===== config.mk =====
export PLATFORM = sky130hd
export DESIGN_NAME = chunked_serial_adder
export DESIGN_NICKNAME = d
export VERILOG_FILES = /design/src/rtl/adder_pkg.sv /design/src/rtl/chunked_serial_adder_ripple_chunk.sv /design/src/rtl/chunked_serial_adder.sv
export SDC_FILE = /design/constraint.sdc
export NUM_CORES = 1
export LEC_CHECK = 0
export ABC_AREA = 0
export CAP_MARGIN = 20
export CORE_UTILIZATION = 54
export DETAILED_ROUTE_END_ITERATION = 16
export MAX_ROUTING_LAYER = met4
export PLACE_DENSITY = 0.84
export SLEW_MARGIN = 15
export SYNTH_ARGS = -nofsm -noshare
export SYNTH_HDL_FRONTEND = slang
export SYNTH_SLANG_ARGS = --single-unit

===== constraint.sdc =====
create_clock -name clk -period 3.5 [get_ports clk]
set_input_delay 0.7 -clock clk [delete_from_list [all_inputs] [get_ports clk]]
set_output_delay 0.7 -clock clk [all_outputs]
set_load 0.02 [all_outputs]

===== src/rtl/adder_pkg.sv =====
// Shared state encoding and helpers for the chunked serial adder.
// CSA_SIGNED_OVF_EN adds the signed overflow output.
package adder_pkg;

    localparam logic [1:0] ST_IDLE = 2'd0;
    localparam logic [1:0] ST_RUN  = 2'd1;
    localparam logic [1:0] ST_DONE = 2'd2;

    typedef enum logic [1:0] {
        S_IDLE = ST_IDLE,
        S_RUN  = ST_RUN,
        S_DONE = ST_DONE
    } state_t;

    function automatic int clog2(input int v);
        int r;
        for (r = 0; (1 << r) < v; r++) begin
        end
        return r;
    endfunction

endpackage


===== src/rtl/chunked_serial_adder_ripple_chunk.sv =====
// Combinational CHUNK-bit ripple adder slice.
// cmsb is the carry into the top bit of the slice.
module ripple_chunk #(
    parameter int CHUNK = 2
) (
    output logic [CHUNK-1:0] s,
    output logic             co,
    output logic             cmsb,
    input  logic [CHUNK-1:0] x,
    input  logic [CHUNK-1:0] y,
    input  logic             ci
);

    logic [CHUNK:0] c;

    always_comb begin
        c    = '0;
        s    = '0;
        c[0] = ci;
        for (int i = 0; i < CHUNK; i++) begin
            s[i]   = x[i] ^ y[i] ^ c[i];
            c[i+1] = (x[i] & y[i]) | (c[i] & (x[i] ^ y[i]));
        end
    end

    assign co   = c[CHUNK];
    assign cmsb = c[CHUNK-1];

endmodule


===== src/rtl/chunked_serial_adder.sv =====
// Multi-cycle A+B+cin adder, CHUNK bits per clock, valid/ready on both sides.
// CSA_SIGNED_OVF_EN adds the registered signed overflow output ovf.
module chunked_serial_adder
    import adder_pkg::*;
#(
    parameter int WIDTH = 8,
    parameter int CHUNK = 2
) (
    input  logic             clk,
    input  logic             rst,
    input  logic             in_valid,
    output logic             in_ready,
    input  logic [WIDTH-1:0] a,
    input  logic [WIDTH-1:0] b,
    input  logic             cin,
    output logic             out_valid,
    input  logic             out_ready,
    output logic [WIDTH-1:0] sum,
    output logic             cout
`ifdef CSA_SIGNED_OVF_EN
    ,
    output logic             ovf
`endif
);

    localparam int NCHUNK = WIDTH / CHUNK;
    localparam int CW     = (clog2(NCHUNK) > 0) ? clog2(NCHUNK) : 1;

    if (WIDTH < 1 || CHUNK < 1 || (WIDTH % CHUNK) != 0) begin : g_bad_cfg
        $error("chunked_serial_adder: CHUNK must divide WIDTH");
    end

    state_t            state_q, state_d;
    logic [WIDTH-1:0]  a_q, b_q, sum_q;
    logic              carry_q, cout_q;
    logic [CW-1:0]     cnt_q;
    logic [CHUNK-1:0]  s;
    logic              co;
    logic              last;

    assign last = (cnt_q == CW'(NCHUNK - 1));

`ifdef CSA_SIGNED_OVF_EN
    logic cmsb;
    logic ovf_q;

    ripple_chunk #(.CHUNK(CHUNK)) u_chunk (
        .s(s), .co(co), .cmsb(cmsb),
        .x(a_q[CHUNK-1:0]), .y(b_q[CHUNK-1:0]), .ci(carry_q)
    );
`else
    ripple_chunk #(.CHUNK(CHUNK)) u_chunk (
        .s(s), .co(co), .cmsb(),
        .x(a_q[CHUNK-1:0]), .y(b_q[CHUNK-1:0]), .ci(carry_q)
    );
`endif

    always_comb begin
        state_d = state_q;
        unique case (state_q)
            S_IDLE:  if (in_valid) state_d = S_RUN;
            S_RUN:   if (last) state_d = S_DONE;
            S_DONE:  if (out_ready) state_d = S_IDLE;
            default: state_d = S_IDLE;
        endcase
    end

    assign in_ready  = (state_q == S_IDLE);
    assign out_valid = (state_q == S_DONE);
    assign sum       = sum_q;
    assign cout      = cout_q;

    always_ff @(posedge clk or posedge rst) begin
        if (rst) begin
            state_q <= S_IDLE;
            a_q     <= '0;
            b_q     <= '0;
            sum_q   <= '0;
            carry_q <= 1'b0;
            cout_q  <= 1'b0;
            cnt_q   <= '0;
        end else begin
            state_q <= state_d;
            if (state_q == S_IDLE && in_valid) begin
                a_q     <= a;
                b_q     <= b;
                carry_q <= cin;
                cnt_q   <= '0;
            end else if (state_q == S_RUN) begin
                // operands shift down so the slice always sees the next chunk
                sum_q[cnt_q*CHUNK +: CHUNK] <= s;
                a_q     <= a_q >> CHUNK;
                b_q     <= b_q >> CHUNK;
                carry_q <= co;
                cnt_q   <= cnt_q + 1'b1;
                if (last) cout_q <= co;
            end
        end
    end

`ifdef CSA_SIGNED_OVF_EN
    always_ff @(posedge clk or posedge rst) begin
        if (rst) begin
            ovf_q <= 1'b0;
        end else if (state_q == S_RUN && last) begin
            ovf_q <= cmsb ^ co;
        end
    end

    assign ovf = ovf_q;
`endif

endmodule


==> run summary, run 1 <==
Share of flip-flops with an asynchronous set or reset: 1.00. In this run the cell area of the synthesized design comes to 0.00152 sq mm. Critical path launch point type: a flip-flop. For the finished layout, the period the worst path requires is 2.64 ns. In this run the static leakage power is 0.800 nW.

After global routing the overflow that remains totals 0. Ranked by instance count, the synthesized netlist is headed by 30 x sky130_fd_sc_hd__dfrtp_1, 14 x sky130_fd_sc_hd__nor3_1, 14 x sky130_fd_sc_hd__o22ai_1, 13 x sky130_fd_sc_hd__nand2_1, 9 x sky130_fd_sc_hd__a21oi_1. The synthesis-stage register bit count is 30. The maximum fanout encountered on the critical timing path was 20; the per-cell routed wire length was 16.0 microns.

TritonCTS built the clock tree. The logs give 31 for the count of unique library cells instantiated by Yosys and 1.69 mW for the final total power. Input and output buffers added on the ports amount to 31.

The largest voltage drop on the vdd net is 0.000696 V, and the final design utilization is 0.727. The detailed-route wire length is 3340 microns. The clock insertion delay at the later pin of the skew report is 0.33 ns. The number of slew-limit violations in the final report was 0; the gate count after technology mapping was 147. The pin count of the biggest net entering global routing was 31; the post-synth net total was 176. Power density normalized to cell area: 904 mW/mm^2. The tools report the H-tree level count as 2. Buffers added to address setup during post-CTS repair amount to 0. The run gives 1.94 ns as the arrival time at the worst endpoint. Clock tree synthesis selected as its root buffer the cell sky130_fd_sc_hd__clkbuf_4.

After synthesis, the cell types taking the most area are sky130_fd_sc_hd__dfrtp_1 49%, sky130_fd_sc_hd__o22ai_1 5.7%, sky130_fd_sc_hd__ha_1 4.9%. For this run, the number of Yosys warnings is 0. For the initial cell density of the core, the log shows 0.594. The run gives 0.00182 sq mm as the total cell area at the placement stage. The most common cell in the synthesized netlist is sky130_fd_sc_hd__dfrtp_1. The sequential-to-total area share from yosys stat came out at 0.493. Timing analysis after detailed placement gives a worst setup slack of 1.25 ns.

In this run the most used layer during global routing was met2. After the first detailed-routing iteration, the DRC count stood at 25. From left edge to right edge, the die measures 55.1 microns. The number of routed nets with antenna violations is 0. The number of cells traversed by the worst register-to-register path is 4, and the wire length of the first global-routing pass is 5240 microns.

After floorplanning, the core was sized to cover 0.00257 sq mm. In this run, post-CTS repair resized a total of 0 instances. The initialized floorplan defines 18 standard-cell rows. The tools report the end of the worst register-to-register path as sum[5].

The clock buffer count from CTS was 5; the max-capacitance violation count was 0. After detailed routing, the number of vias per cell comes to 6.02. The tools report the global routing usage on met1 as 0.301.

Number of antenna violations at the first check in global routing: 0. Based on the critical path, the design can be clocked at up to 379 MHz. The die is 55.1 microns tall.

The clock passes through at most 2 buffers. Type of the worst setup path: reg2out. Routability-driven placement finished with a final weighted congestion of 0.756. The layout has 204 filler cells. The start of the worst register-to-register path was a_q[0]. For the global-route total usage across every layer, the log shows 0.261. Met2 usage: 0.416. The setup slack on the worst flop-to-flop path is 1.52 ns. The run gives 0 as the hold buffer count at cts. The critical path endpoint category is a primary output.

Before antenna repair, the detailed router went through 4 iterations. Of all cell types, the one taking the most synthesized area is sky130_fd_sc_hd__dfrtp_1. The dominant synthesized flop cell was sky130_fd_sc_hd__dfrtp_1.

The worst path setup slack after routing was 0.859 ns. Number of enable flip-flop cells after synthesis: 0. Last element of the critical path: out_valid. For the final setup violation count, the log shows 0. Adding up every negative setup slack in the final design gives 0 ns. After synthesis, the mean cell area works out to 10.4 sq um. Fraction of met3 tracks used by global routing: 0.0628. After clock tree synthesis, the clock-pin slew on the worst setup and hold paths is 0.09 ns. Setup repair after global routing left no endpoint under its margin.

The logs give 0 for the total DRC errors in the routed layout and 2400 microns for the half-perimeter wire length after detailed placement. The final critical-path share of the clock period was 0.754; the fraction of layout cells with a size suffix above 1 was 0.0615. Worst min-delay path class: reg2reg.

The area growth from synthesis to final layout was 22.5%; the data required time at the worst endpoint was 2.80 ns. The via count of the first global-routing pass was 1,219; the number of vias after detailed routing was 1,259. The repair_antennas step left the layout with diodes totalling 0. 32 I/O pins were placed.

The normalized max-slew margin is 0.545. The run finished with clean final reports. In this run the worst setup path begins at state_q[1]. The floorplan step defined a die boundary enclosing 0.00304 sq mm.

The count of endpoints failing hold in the final timing report is 0. The post-route cell area came out at 0.00187 sq mm. The actual slew at the worst max-slew pin works out to 0.682 ns. The area fraction of the dominant cell type after synthesis is 0.493.

The final layout contains 208 nets. The clock drives 30 sinks. For the final database, setup skew stands at 0.00320 ns.
-- through the flow --
step / std cells / hold WS (ns)
final: 209 / 0.493
after floorplan: 147 / 0.467
after global placement: 202 / 0.457
after detailed placement: 202 / 0.475
after global routing: 209 / 0.524
after CTS: 209 / 0.498
-- report_power, final --
| group | leakage, nW | total, mW | internal, mW | switching, mW |
|---|---|---|---|---|
| registers | 0.372 | 0.651 | 0.500 | 0.151 |
| logic | 0.402 | 0.846 | 0.372 | 0.474 |
| clock network | 0.0254 | 0.191 | 0.0756 | 0.116 |
-- worst max-delay path, cell delays in order (launching register included) --
cell and delay, ns:
sky130_fd_sc_hd__dfrtp_1 0.34, sky130_fd_sc_hd__buf_4 0.23, sky130_fd_sc_hd__clkinv_1 0.26, sky130_fd_sc_hd__nor2_1 0.16, sky130_fd_sc_hd__clkdlybuf4s50_1 0.62
-- registers in the layout, summed over array words and instances, names as in the netlist --
| name | count |
|---|---|
| a_q | 8 |
| state_q | 2 |
| cnt_q | 2 |
| carry_q | 1 |
| sum | 8 |
| b_q | 8 |
| cout | 1 |
-- metal layers --
layer,share of wire,vias to the layer above
li1,-,600
met1,0.44,604
met2,0.49,47
met3,0.053,8
met4,0.017,0
met5,0,-
-- how the worst min path moves through the flow --
stage / from / to / slack, ns / depth (start not counted)
after global routing: sum[6] / sum[6] / 0.52 / 2
after global placement: sum[6] / sum[6] / 0.46 / 2
after floorplan: b_q[6] / b_q[6] / 0.47 / 1
after CTS: sum[7] / sum[7] / 0.50 / 2
after detailed placement: sum[7] / sum[7] / 0.47 / 2
final: sum[2] / sum[2] / 0.49 / 2
-- cell families (layout without fill, tap and decap cells) --
group	count (synthesis)	count (layout)	share of synthesized area
AOI/OAI and AO/OA	46	46	0.203
and+or+nand+nor	46	46	0.157
DFF	30	30	0.493
buffers and inverters	16	48	0.0624
adders and majority gates	8	8	0.0755
muxes	1	1	0.00985
-- area by class of cell --
class / instances / area, sq um / area share
clock buffer: 7 / 45.0 / 0.0241
multi-input combinational: 101 / 678 / 0.363
inverter: 8 / 30.0 / 0.0161
sequential: 30 / 751 / 0.402
timing repair buffer: 33 / 325 / 0.174
tap: 30 / 37.5 / 0.0201
-- cell usage in the layout (no fill, tap or decap), drive strengths merged --
cell,instances
clkdlybuf4s50,31
dfrtp,30
nor3,14
o22ai,14
nand2,13
a21oi,9
nor2,8
inv,7
clkbuf,7
o21ai,6
ha,6
o41ai,4
nand3b,3
o31ai,3
nand2b,3
nor2b,3
a32o,2
nor3b,2
a21boi,2
a41o,2
fa,2
buf,2
o21bai,1
o21ba,1
o22a,1
a211oi,1
clkinv,1
mux2,1
Note: power is estimated with default switching activity, not from simulation.
==> run 2: changes to the inputs <==
--- a/config.mk
+++ b/config.mk
@@ -7,10 +7,10 @@
 export LEC_CHECK = 0
 export ABC_AREA = 0
 export CAP_MARGIN = 20
-export CORE_UTILIZATION = 54
+export CORE_UTILIZATION = 45
 export DETAILED_ROUTE_END_ITERATION = 16
 export MAX_ROUTING_LAYER = met4
-export PLACE_DENSITY = 0.84
+export PLACE_DENSITY = 0.75
 export SLEW_MARGIN = 15
 export SYNTH_ARGS = -nofsm -noshare
 export SYNTH_HDL_FRONTEND = slang
==> constraint.sdc (replaced) <==
create_clock -name clk -period 2.2 [get_ports clk]
set_input_delay 0.44 -clock clk [delete_from_list [all_inputs] [get_ports clk]]
set_output_delay 0.44 -clock clk [all_outputs]
set_load 0.02 [all_outputs]
==> run 2 against run 1 <==
Against the previous run:
- register-to-register slack got worse by 1.3 ns
- largest power group unchanged
- final cell count increased by 8.1%
- critical path depth decreased by 1
==> run summary, run 2 (synthesis results as in run 1) <==
The routed design has 3160 microns of wire. The total number of nets in the final design is 212, and the pin count of the biggest net entering global routing is 31. Setup repair after global routing left no endpoint under its margin. Setup violations remaining at the end of the flow were counted as 0. Walking the worst path, the cells encountered are clkinv_1 > nor2_1 > clkdlybuf4s50_1. The H-tree level count is 2. Leaving out fill and tap cells, the most frequent cell in the layout is sky130_fd_sc_hd__clkdlybuf4s50_1. The number of slew-limit violations in the final report is 0, and the area growth from synthesis to final layout is 26.0%.

The setup path with the least slack is of type reg2out. The tools report the first-pass iteration count of the detailed router as 4. Worst min-delay path class: in2async. In this run, the number of DRC markers left after iteration 0 of detailed routing was 40. IR analysis of the VDD net gives a maximum drop of 0.000711 V. The fraction of layout cells with a size suffix above 1 is 0.0879. On the worst path, the slowest cell contributes a delay of 0.61 ns.

On the critical path, the stage with the largest delay is an instance of sky130_fd_sc_hd__clkdlybuf4s50_1. The logs give 0.487 for the initial cell density of the core and 0 for the hold buffer count at cts. In this run the worst path has a maximum fanout of 8. CTS saw 30 sinks. Dividing total power by cell area gives a power density of 1400 mW/mm^2. For the data required time at the worst endpoint, the log shows 1.76 ns. The number of antenna violations at the first check in global routing is 0, and the time the worst path needs with I/O delays and setup is 2.10 ns. The count of buffers added by post-CTS timing repair for setup came out at 0. The tree is rooted in a sky130_fd_sc_hd__clkbuf_4. The core region is 0.00313 sq mm. The logs give 0.206 for the global-route total usage across every layer and 0.723 for the normalized max-slew margin. The count of nets left with antenna violations once routing finished came out at 0. The setup TNS was 0 ns. The via count of the first global-routing pass came out at 1,190. After layout, the worst setup slack is 0.0996 ns. Timing would allow up to 476 MHz. Buffers placed on the I/O ports in this run total 31. Actual slew at the worst max-slew pin: 0.414 ns.

The die span in x was 60.2 microns; the full die area was 0.00362 sq mm. The dominant delay contributor by cell family on the critical path was buffers and inverters. The half-perimeter wire length after detailed placement was 2310 microns; the maximum buffer depth of the clock tree was 2.

For the number of placed I/O pins, the log shows 32. After routing the design area is 0.00192 sq mm. Once placement finished, the instance area stood at 0.00187 sq mm.

The average via count per standard cell is 5.53, and the total stage count of the critical path is 3. The tools report the placer congestion estimate as 0.774. The repair_antennas step left the layout with diodes totalling 0. The arrival time at the worst endpoint came out at 1.66 ns.

The floorplan step set the die height to 60.2 microns. TritonCTS created 5 clock buffers. The run gives 0.324 ns as the worst setup slack after placement. The wire length of the first global-routing pass was 5220 microns; the clock insertion delay at the later pin of the skew report was 0.33 ns. The count of endpoints failing hold in the final timing report was 0. Counting cells, the worst reg-to-reg path comes to 4.

Row generation in the floorplan step produced 20 rows. Final critical-path share of the clock period: 0.955. The worst setup path is launched from a flip-flop.

STA classifies the critical path endpoint as a primary output. The tool flagged a number of max-cap violations equal to 0. After detailed routing, the average wire length per cell comes to 14.0 microns.

TritonCTS built the clock tree. The clock skew is 0.00464 ns, and the leakage power of the design is 0.824 nW. Leaving out fill and tap cells, the most frequent cells in the layout are 31 x sky130_fd_sc_hd__clkdlybuf4s50_1, 30 x sky130_fd_sc_hd__dfrtp_1, 14 x sky130_fd_sc_hd__nor3_1, 14 x sky130_fd_sc_hd__o22ai_1, 13 x sky130_fd_sc_hd__nand2_1.

The count of cells resized by post-cts repair was 0. After clock tree synthesis, the clock-pin slew on the worst setup and hold paths is 0.09 ns. The run finished with clean final reports.

Detailed routing inserted a total of 1,249 vias. In the routed design, unresolved DRC markers number 0. The worst path buffer plus inverter count is 2, and the sum of overflow across all layers after global routing is 0.
-- run 2: changes by cell type in the layout (fill, tap and decap cells not counted), sizes merged --
cell	delta
buf	+4
clkbuf	-1
-- run 2: power by group --
part	total, mW	switching, mW	internal [mW]	leakage, nW
Sequential	0.998	0.201	0.797	0.372
Clock	0.325	0.181	0.144	0.0302
Combinational	1.36	0.746	0.616	0.421
-- run 2: cell type report --
| class | count | area [sq um] |
|---|---|---|
| multi-input combinational | 101 | 678 |
| timing repair buffer | 37 | 355 |
| clock buffer | 6 | 51.3 |
| inverter | 8 | 30.0 |
| sequential | 30 | 751 |
| fill | 278 | 1210 |
| tap | 44 | 55.1 |
-- run 2: worst min-delay path, cell delays in order --
cell                              delay (ns)
sky130_fd_sc_hd__clkdlybuf4s50_1        0.40
sky130_fd_sc_hd__inv_1                  0.05
sky130_fd_sc_hd__buf_4                  0.35
-- run 2: final timing paths --
check                           startpoint   endpoint  slack [ns]
worst min-delay path                   rst     sum[1]        0.48
min in group clk                    sum[3]     sum[3]        0.48
worst min register to register      sum[3]     sum[3]        0.48
max in group asynchronous              rst   cnt_q[0]        1.44
worst max-delay path            state_q[1]  out_valid         0.1
worst max register to register      a_q[0]     sum[7]        0.24
-- run 2: metal layers --
layer  GRT usage  share of wire
met3      0.0649          0.053
met5           -              0
met2       0.341           0.50
met4      0.0698          0.015
met1       0.236           0.43
-- run 2: metrics by stage --
step	hold WS [ns]	total power, mW	util	cells
detailed placement	0.465	2.38	0.598	220
finish	0.478	2.68	0.614	226
floorplan	0.467	1.98	-	147
global placement	0.460	2.33	0.598	220
CTS	0.484	2.70	0.614	226
global route	0.508	2.91	0.614	226
==> run 3: changes to the inputs <==
--- a/config.mk
+++ b/config.mk
@@ -11,7 +11,8 @@
 export DETAILED_ROUTE_END_ITERATION = 16
 export MAX_ROUTING_LAYER = met4
 export PLACE_DENSITY = 0.75
-export SLEW_MARGIN = 15
+export SETUP_SLACK_MARGIN = 0.1
+export SLEW_MARGIN = 25
 export SYNTH_ARGS = -nofsm -noshare
 export SYNTH_HDL_FRONTEND = slang
 export SYNTH_SLANG_ARGS = --single-unit
==> run 3 against run 2 <==
Against the previous run:
- critical endpoint unchanged
- total power about the same
- critical path depth stayed put
- register-to-register slack better by 0.05 ns
- first-iteration DRC count up 18%
- global-route usage did not move
- final area rose by 0.20%
- wire length stayed put
- largest cell class unchanged
- sequential power about the same
==> run summary, run 3 (synthesis results as in run 1) <==
For the portion of total power attributed to sequential cells, the log shows 0.373. The power density normalized to cell area is 1400 mW/mm^2. The total overflow left after global routing is 0. For this block, the routed nets add up to 3160 microns of wire. The actual slew at the worst max-slew pin is 0.414 ns.

The placer congestion estimate was 0.774; the number of slew-limit violations in the final report was 0. The analysis attributes to net switching a power of 1.13 mW. The number of setup buffers added after CTS is 0.

The average via count per standard cell is 5.53, and the number of vias after detailed routing is 1,250. The normalized max-slew margin was 0.723; the clock buffer count from CTS was 5. Fraction of layout cells with a size suffix above 1: 0.0934. Counting every sink on the clock net gives 30. Input and output buffers added on the ports amount to 31.

The final critical-path share of the clock period is 0.917, and the clock insertion delay at the later pin of the skew report is 0.33 ns. The logs give 0 for the count of endpoints failing hold in the final timing report and 0 for the total DRC errors in the routed layout. Gates resized during post-CTS repair numbered 0. The commonest non-fill, non-tap cell in the layout was sky130_fd_sc_hd__clkdlybuf4s50_1. Critical path launch point type: a flip-flop. The root buffer cell chosen for the clock tree is sky130_fd_sc_hd__clkbuf_4. The tools report the number of antenna violations at the first check in global routing as 0.

From left edge to right edge, the die measures 60.2 microns. The logs give 1.56 mW for the cell-internal power and 0.00313 sq mm for the core region area. Before antenna repair, the detailed router went through 4 iterations. After the first detailed-routing iteration, the DRC count stood at 47.

The library cells used most frequently in the layout, excluding fill and tap cells, are 30 x sky130_fd_sc_hd__clkdlybuf4s50_1, 29 x sky130_fd_sc_hd__dfrtp_1, 14 x sky130_fd_sc_hd__nor3_1, 14 x sky130_fd_sc_hd__o22ai_1, 13 x sky130_fd_sc_hd__nand2_1. The initial cell density of the core was 0.487; the per-cell routed wire length was 14.0 microns. Detailed placement finished with a half-perimeter wire length of 2310 microns.

The number of routed nets with antenna violations is 0, and the total number of nets in the final design is 212. After clock tree synthesis, the clock-pin slew on the worst setup and hold paths is 0.09 ns. The run finished with clean final reports. The maximum fanout encountered on the critical timing path works out to 8.

Clock share of power: 0.122. The die covers 0.00362 sq mm. The tools report the final setup violation count as 0. The clock skew is 0.00378 ns, and the final design utilization is 0.615. Across the run, the number of max-cap violations was 0.

The path class of the tightest hold or removal check is in2async. In this run the core area contains 20 standard-cell rows. The first global-routing pass estimated 5220 microns of wire.

For the number of antenna diodes, the log shows 0. Setup repair after global routing left no endpoint under its margin. Counting along the longest clock path gives a buffer depth of 2. The tools report the setup TNS as 0 ns. The fill cell total of the finished layout was 279. The hold buffer count at cts is 0. The tools report the global-route total usage across every layer as 0.206.

TritonCTS built the clock tree. IR analysis of the VDD net gives a maximum drop of 0.000713 V. The switching share of total power is 0.420, and the H-tree level count is 2. The time the worst path needs with I/O delays and setup is 2.02 ns, and the number of placed I/O pins is 32. The setup path with the least slack is of type reg2out. The via count of the first global-routing pass came out at 1,190. The worst setup path is captured at a primary output. Summed over all cells, the static leakage comes to 0.833 nW. Derived from the worst setup path, the maximum achievable clock frequency is 496 MHz. The area growth from synthesis to layout is 26.3%.

Entering global routing, the biggest net connects 31 pins. The floorplan step set the die height to 60.2 microns. The share of power burned in combinational logic is 0.506, and the data required time at the worst endpoint is 1.76 ns. STA puts the critical path data arrival time at 1.58 ns.
run 3: through the flow:
stage,instances,hold WS [ns],setup slack (ns),area (sq um),power (mW)
floorplan,147,0.467,0.427,1520,1.98
global placement,220,0.460,0.366,1870,2.33
detailed placement,220,0.465,0.324,1870,2.38
CTS,226,0.484,0.103,1920,2.70
global route,226,0.508,0.119,1920,2.91
finish,226,0.477,0.182,1920,2.68
run 3: final cells by class:
type                    instances  area [sq um]  share of cell area
flip-flops and latches         30           752               0.391
multi-input cells             101           678               0.352
repair buffers                 37           358               0.186
well taps                      44          55.1              0.0286
clock buffers                   6          51.3              0.0267
inverters                       8          30.0              0.0156
run 3: metal layers:
metal | vias to the layer above | part of all wire | global-route usage
met3 | 5 | 0.054 | 0.0649
met2 | 37 | 0.50 | 0.341
li1 | 609 | - | -
met1 | 599 | 0.44 | 0.236
met5 | - | 0 | -
met4 | 0 | 0.0095 | 0.0698
run 3: path summary, 6_finish.rpt:
path / startpoint / to / slack, ns / depth (start not counted)
min reg2reg: sum[3] / sum[3] / 0.48 / 2
max in group asynchronous: rst / state_q[1] / 1.43 / 3
min in group clk: sum[3] / sum[3] / 0.48 / 2
max reg2reg: a_q[0] / sum[7] / 0.29 / 4
min: rst / sum[1] / 0.48 / 3
max: state_q[1] / out_valid / 0.18 / 3
run 3: worst max-delay path: stages (launching register included):
cell and delay (ns):
sky130_fd_sc_hd__dfrtp_2 0.45, sky130_fd_sc_hd__clkinv_1 0.10, sky130_fd_sc_hd__nor2_1 0.09, sky130_fd_sc_hd__clkdlybuf4s50_1 0.61
run 3: power by group through the flow:
stage | registers [mW] | clock network (mW) | logic [mW]
2_1_floorplan | 1.03 | 0 | 0.944
3_3_place_gp | 0.997 | 0 | 1.34
3_5_place_dp | 1.01 | 0 | 1.36
4_1_cts | 0.999 | 0.331 | 1.37
5_1_grt | 1.04 | 0.355 | 1.52
6_report | 1.00 | 0.327 | 1.36
==> RTL change: new RTL, flow settings as in run 2 <==
`CHUNK` is set to 2 in 2 places; all go to 4.
--- a/src/rtl/chunked_serial_adder_ripple_chunk.sv
+++ b/src/rtl/chunked_serial_adder_ripple_chunk.sv
@@ -3,3 +3,3 @@
 module ripple_chunk #(
-    parameter int CHUNK = 2
+    parameter int CHUNK = 4
 ) (
--- a/src/rtl/chunked_serial_adder.sv
+++ b/src/rtl/chunked_serial_adder.sv
@@ -6,3 +6,3 @@
     parameter int WIDTH = 8,
-    parameter int CHUNK = 2
+    parameter int CHUNK = 4
 ) (
Function: changed (a bounded check fails within 4 cycles, from zero or initial values and one cycle with rst high).
==> RTL change against run 2 <==
  * The flow now finishes with violations (DRC, setup timing)
  * Sequential share of layout area rose by 1.3 points
  * Wire length fell by 9.1%
  * Final cell count fell by 15%
  * Synthesized area fell by 11%
  * Synthesized cell count fell by 19%
  * Sequential cell count fell by 1
  * First-iteration DRC count fell by 28%
  * Critical path depth rose by 6
  * Worst hold slack improved by 0.0049 ns
  * Total power rose by 2.4%
  * Cell area fell by 6.3%
  * Global-route usage rose by 0.54 points
  * Setup slack got worse by 0.19 ns
  * Critical endpoint is now sum[7]$_DFFE_PP0P_
==> RTL change: results (changes against run 2) <==
metric,value,unit,change
outcome,"complete, but fails checks",,"was finished, final reports clean"
violations in the final reports,"DRC, setup timing",,
Critical Path Max Stage Delay,0.43,ns,was 0.61 ns
CP Launch Point,carry_q$_DFFE_PP0P_,,was state_q[1]$_DFFE_PP0P_
"crit path setup slack, layout",-0.08772,ns,was 0.09963 ns
number of nets produced by synthesis,144,,was 176
cell count after placement,184,,was 220
wire length of the first global-routing pass,4761,µm,was 5223 µm
most frequent cells after synthesis,"dfrtp_1 (29), inv_1 (13), o21ai_0 (11), nand2_1 (7)",,"was dfrtp_1 (30), nor3_1 (14), o22ai_1 (14), nand2_1 (13), a21oi_1 (9)"
post-DP HPWL,2148,µm,was 2308 µm
root buffer cell,clkbuf_4,,unchanged
endpoint of the worst-slack reg-to-reg timing path,sum[7]$_DFFE_PP0P_,,unchanged
total DRC errors in the routed layout,3,,was 0
Worst Path Arrival,2.50,ns,was 1.66 ns
largest net degree at the start of global routing,30,,was 31
total track usage,0.2119,,was 0.2065
path class of the lowest-slack min-delay path,input pin to asynchronous set/reset pin,,unchanged
number of antenna repair diodes,0,,unchanged
number of endpoints failing setup at the final stage,2,,was 0
Filler Cells Inserted,238,,was 278
share of layout cells above drive strength 1,0.2112,,was 0.08791
number of iterations in the first detailed-routing pass,11,,was 4
register area share after synthesis,0.5351,,was 0.4926
vias in the first global route,1055,,was 1190
CTS HTree Levels,2,,unchanged
clock latency at the later pin of the worst-skew pair,0.32,ns,
Post-CTS Setup Inserts,0,,unchanged
buffers added on ports,31,,unchanged
clock edge transition at the registers on the reported setup and hold paths,0.09,ns,about the same
detailed-route vias per instance,5.307,,was 5.527
library cells used by synthesis,28,,was 31
routability-driven placement congestion ratio,0.8015,,was 0.7742
maximum ir drop on the vdd rail,0.0009390,V,was 0.0007112 V
post-layout net count,185,,was 212
top cell family by delay on the critical path,adder cells,,was buffers and inverters
Slew Limit Headroom,0.7166,,was 0.7229
Async SR Flop Fraction,1.000,,unchanged
worst clock skew on the final layout,0.009213,ns,was 0.004643 ns
routed wire length per instance,14.93,µm,was 13.96 µm
antenna violations before repair,0,,unchanged
pre-CTS setup slack,-0.1211,ns,was 0.3245 ns
slowest CP cell,fa_1,,was clkdlybuf4s50_1
critical path class,flip-flop to flip-flop,,was flip-flop to output pin
leakage power of the design,0.7990,nW,was 0.8237 nW
maximum fanout along the worst path,2,,was 8
startpoint of the worst-slack reg-to-reg timing path,carry_q$_DFFE_PP0P_,,was a_q[0]$_DFFE_PP0P_
number of buffers between clock root and the deepest sink,2,,unchanged
R2R depth,9,,was 4
final wirelength,2867,µm,was 3155 µm
cell area after placement,1744,µm²,was 1869 µm²
largest cells by area after synthesis,"dfrtp_1 (54%), fa_1 (5.9%), mux2_2 (4.2%)",,"was dfrtp_1 (49%), o22ai_1 (5.7%), ha_1 (4.9%)"
violation count after the first detailed-routing iteration,29,,was 40
gate count after technology mapping,119,,was 147
## RTL change: what timing repair did
action                                  in CTS  in global routing
hold endpoints to repair                     0                  0
pin swaps                                    1                  0
resized for setup                            3                  2
endpoints found under the setup margin       3                  5
## RTL change: stage by stage
step                 TNS (ns)  hold slack, ns  utilization
finish                -0.1618          0.4832       0.6414
global route          -0.3213          0.5029       0.6414
CTS                   -0.2036          0.4898       0.6392
detailed placement    -0.2256          0.4793       0.6218
global placement    -0.007674          0.4622       0.6218
floorplan                   0          0.4672            -
## RTL change: cells by family (layout without fill, tap and decap cells)
group                      count (synthesis)  in the layout  synth area share
adders and majority gates                  4              4           0.05904
AOI/OAI and AO/OA                         33             33            0.1780
and+or+nand+nor                           29             29            0.1181
buffers and inverters                     19             61           0.06827
muxes                                      5              5           0.04151
DFF                                       29             29            0.5351
## RTL change: worst min-delay path, delay by kind of cell
| kind | cells | cell delay [ns] |
|---|---|---|
| buffers and inverters | 3 | 0.78 |
## RTL change: worst min-delay path by stage
stage	start	endpoint	slack, ns	cells past startpoint
3_5_place_dp	sum[4]$_DFFE_PP0P_	sum[4]$_DFFE_PP0P_	0.48	2
4_1_cts	rst	sum[5]$_DFFE_PP0P_	0.49	3
6_report	rst	sum[1]$_DFFE_PP0P_	0.48	3
2_1_floorplan	b_q[6]$_DFFE_PP0P_	b_q[6]$_DFFE_PP0P_	0.47	1
5_1_grt	rst	sum[1]$_DFFE_PP0P_	0.50	3
3_3_place_gp	sum[4]$_DFFE_PP0P_	sum[4]$_DFFE_PP0P_	0.46	2
## RTL change: where the power goes
part,internal (mW),total [mW],switching (mW),leakage (nW)
Clock,0.127,0.296,0.169,0.0265
Sequential,0.792,0.989,0.197,0.358
Combinational,0.759,1.46,0.704,0.415
## RTL change: layer usage
metal,track usage,up-vias,share of wire
met2,0.3462,29,0.51
met5,-,-,0
met4,0.09059,0,0.017
met3,0.06912,6,0.048
li1,-,496,-
met1,0.2375,488,0.42
## RTL change: layout make-up
type                       instances  area, µm²  area share
multi-input combinational         71      558.0      0.3102
inverter                          13      48.80     0.02712
sequential                        29      726.9      0.4040
timing repair buffer              40      377.9      0.2100
clock buffer                       8      48.80     0.02712
tap                               31      38.79     0.02156
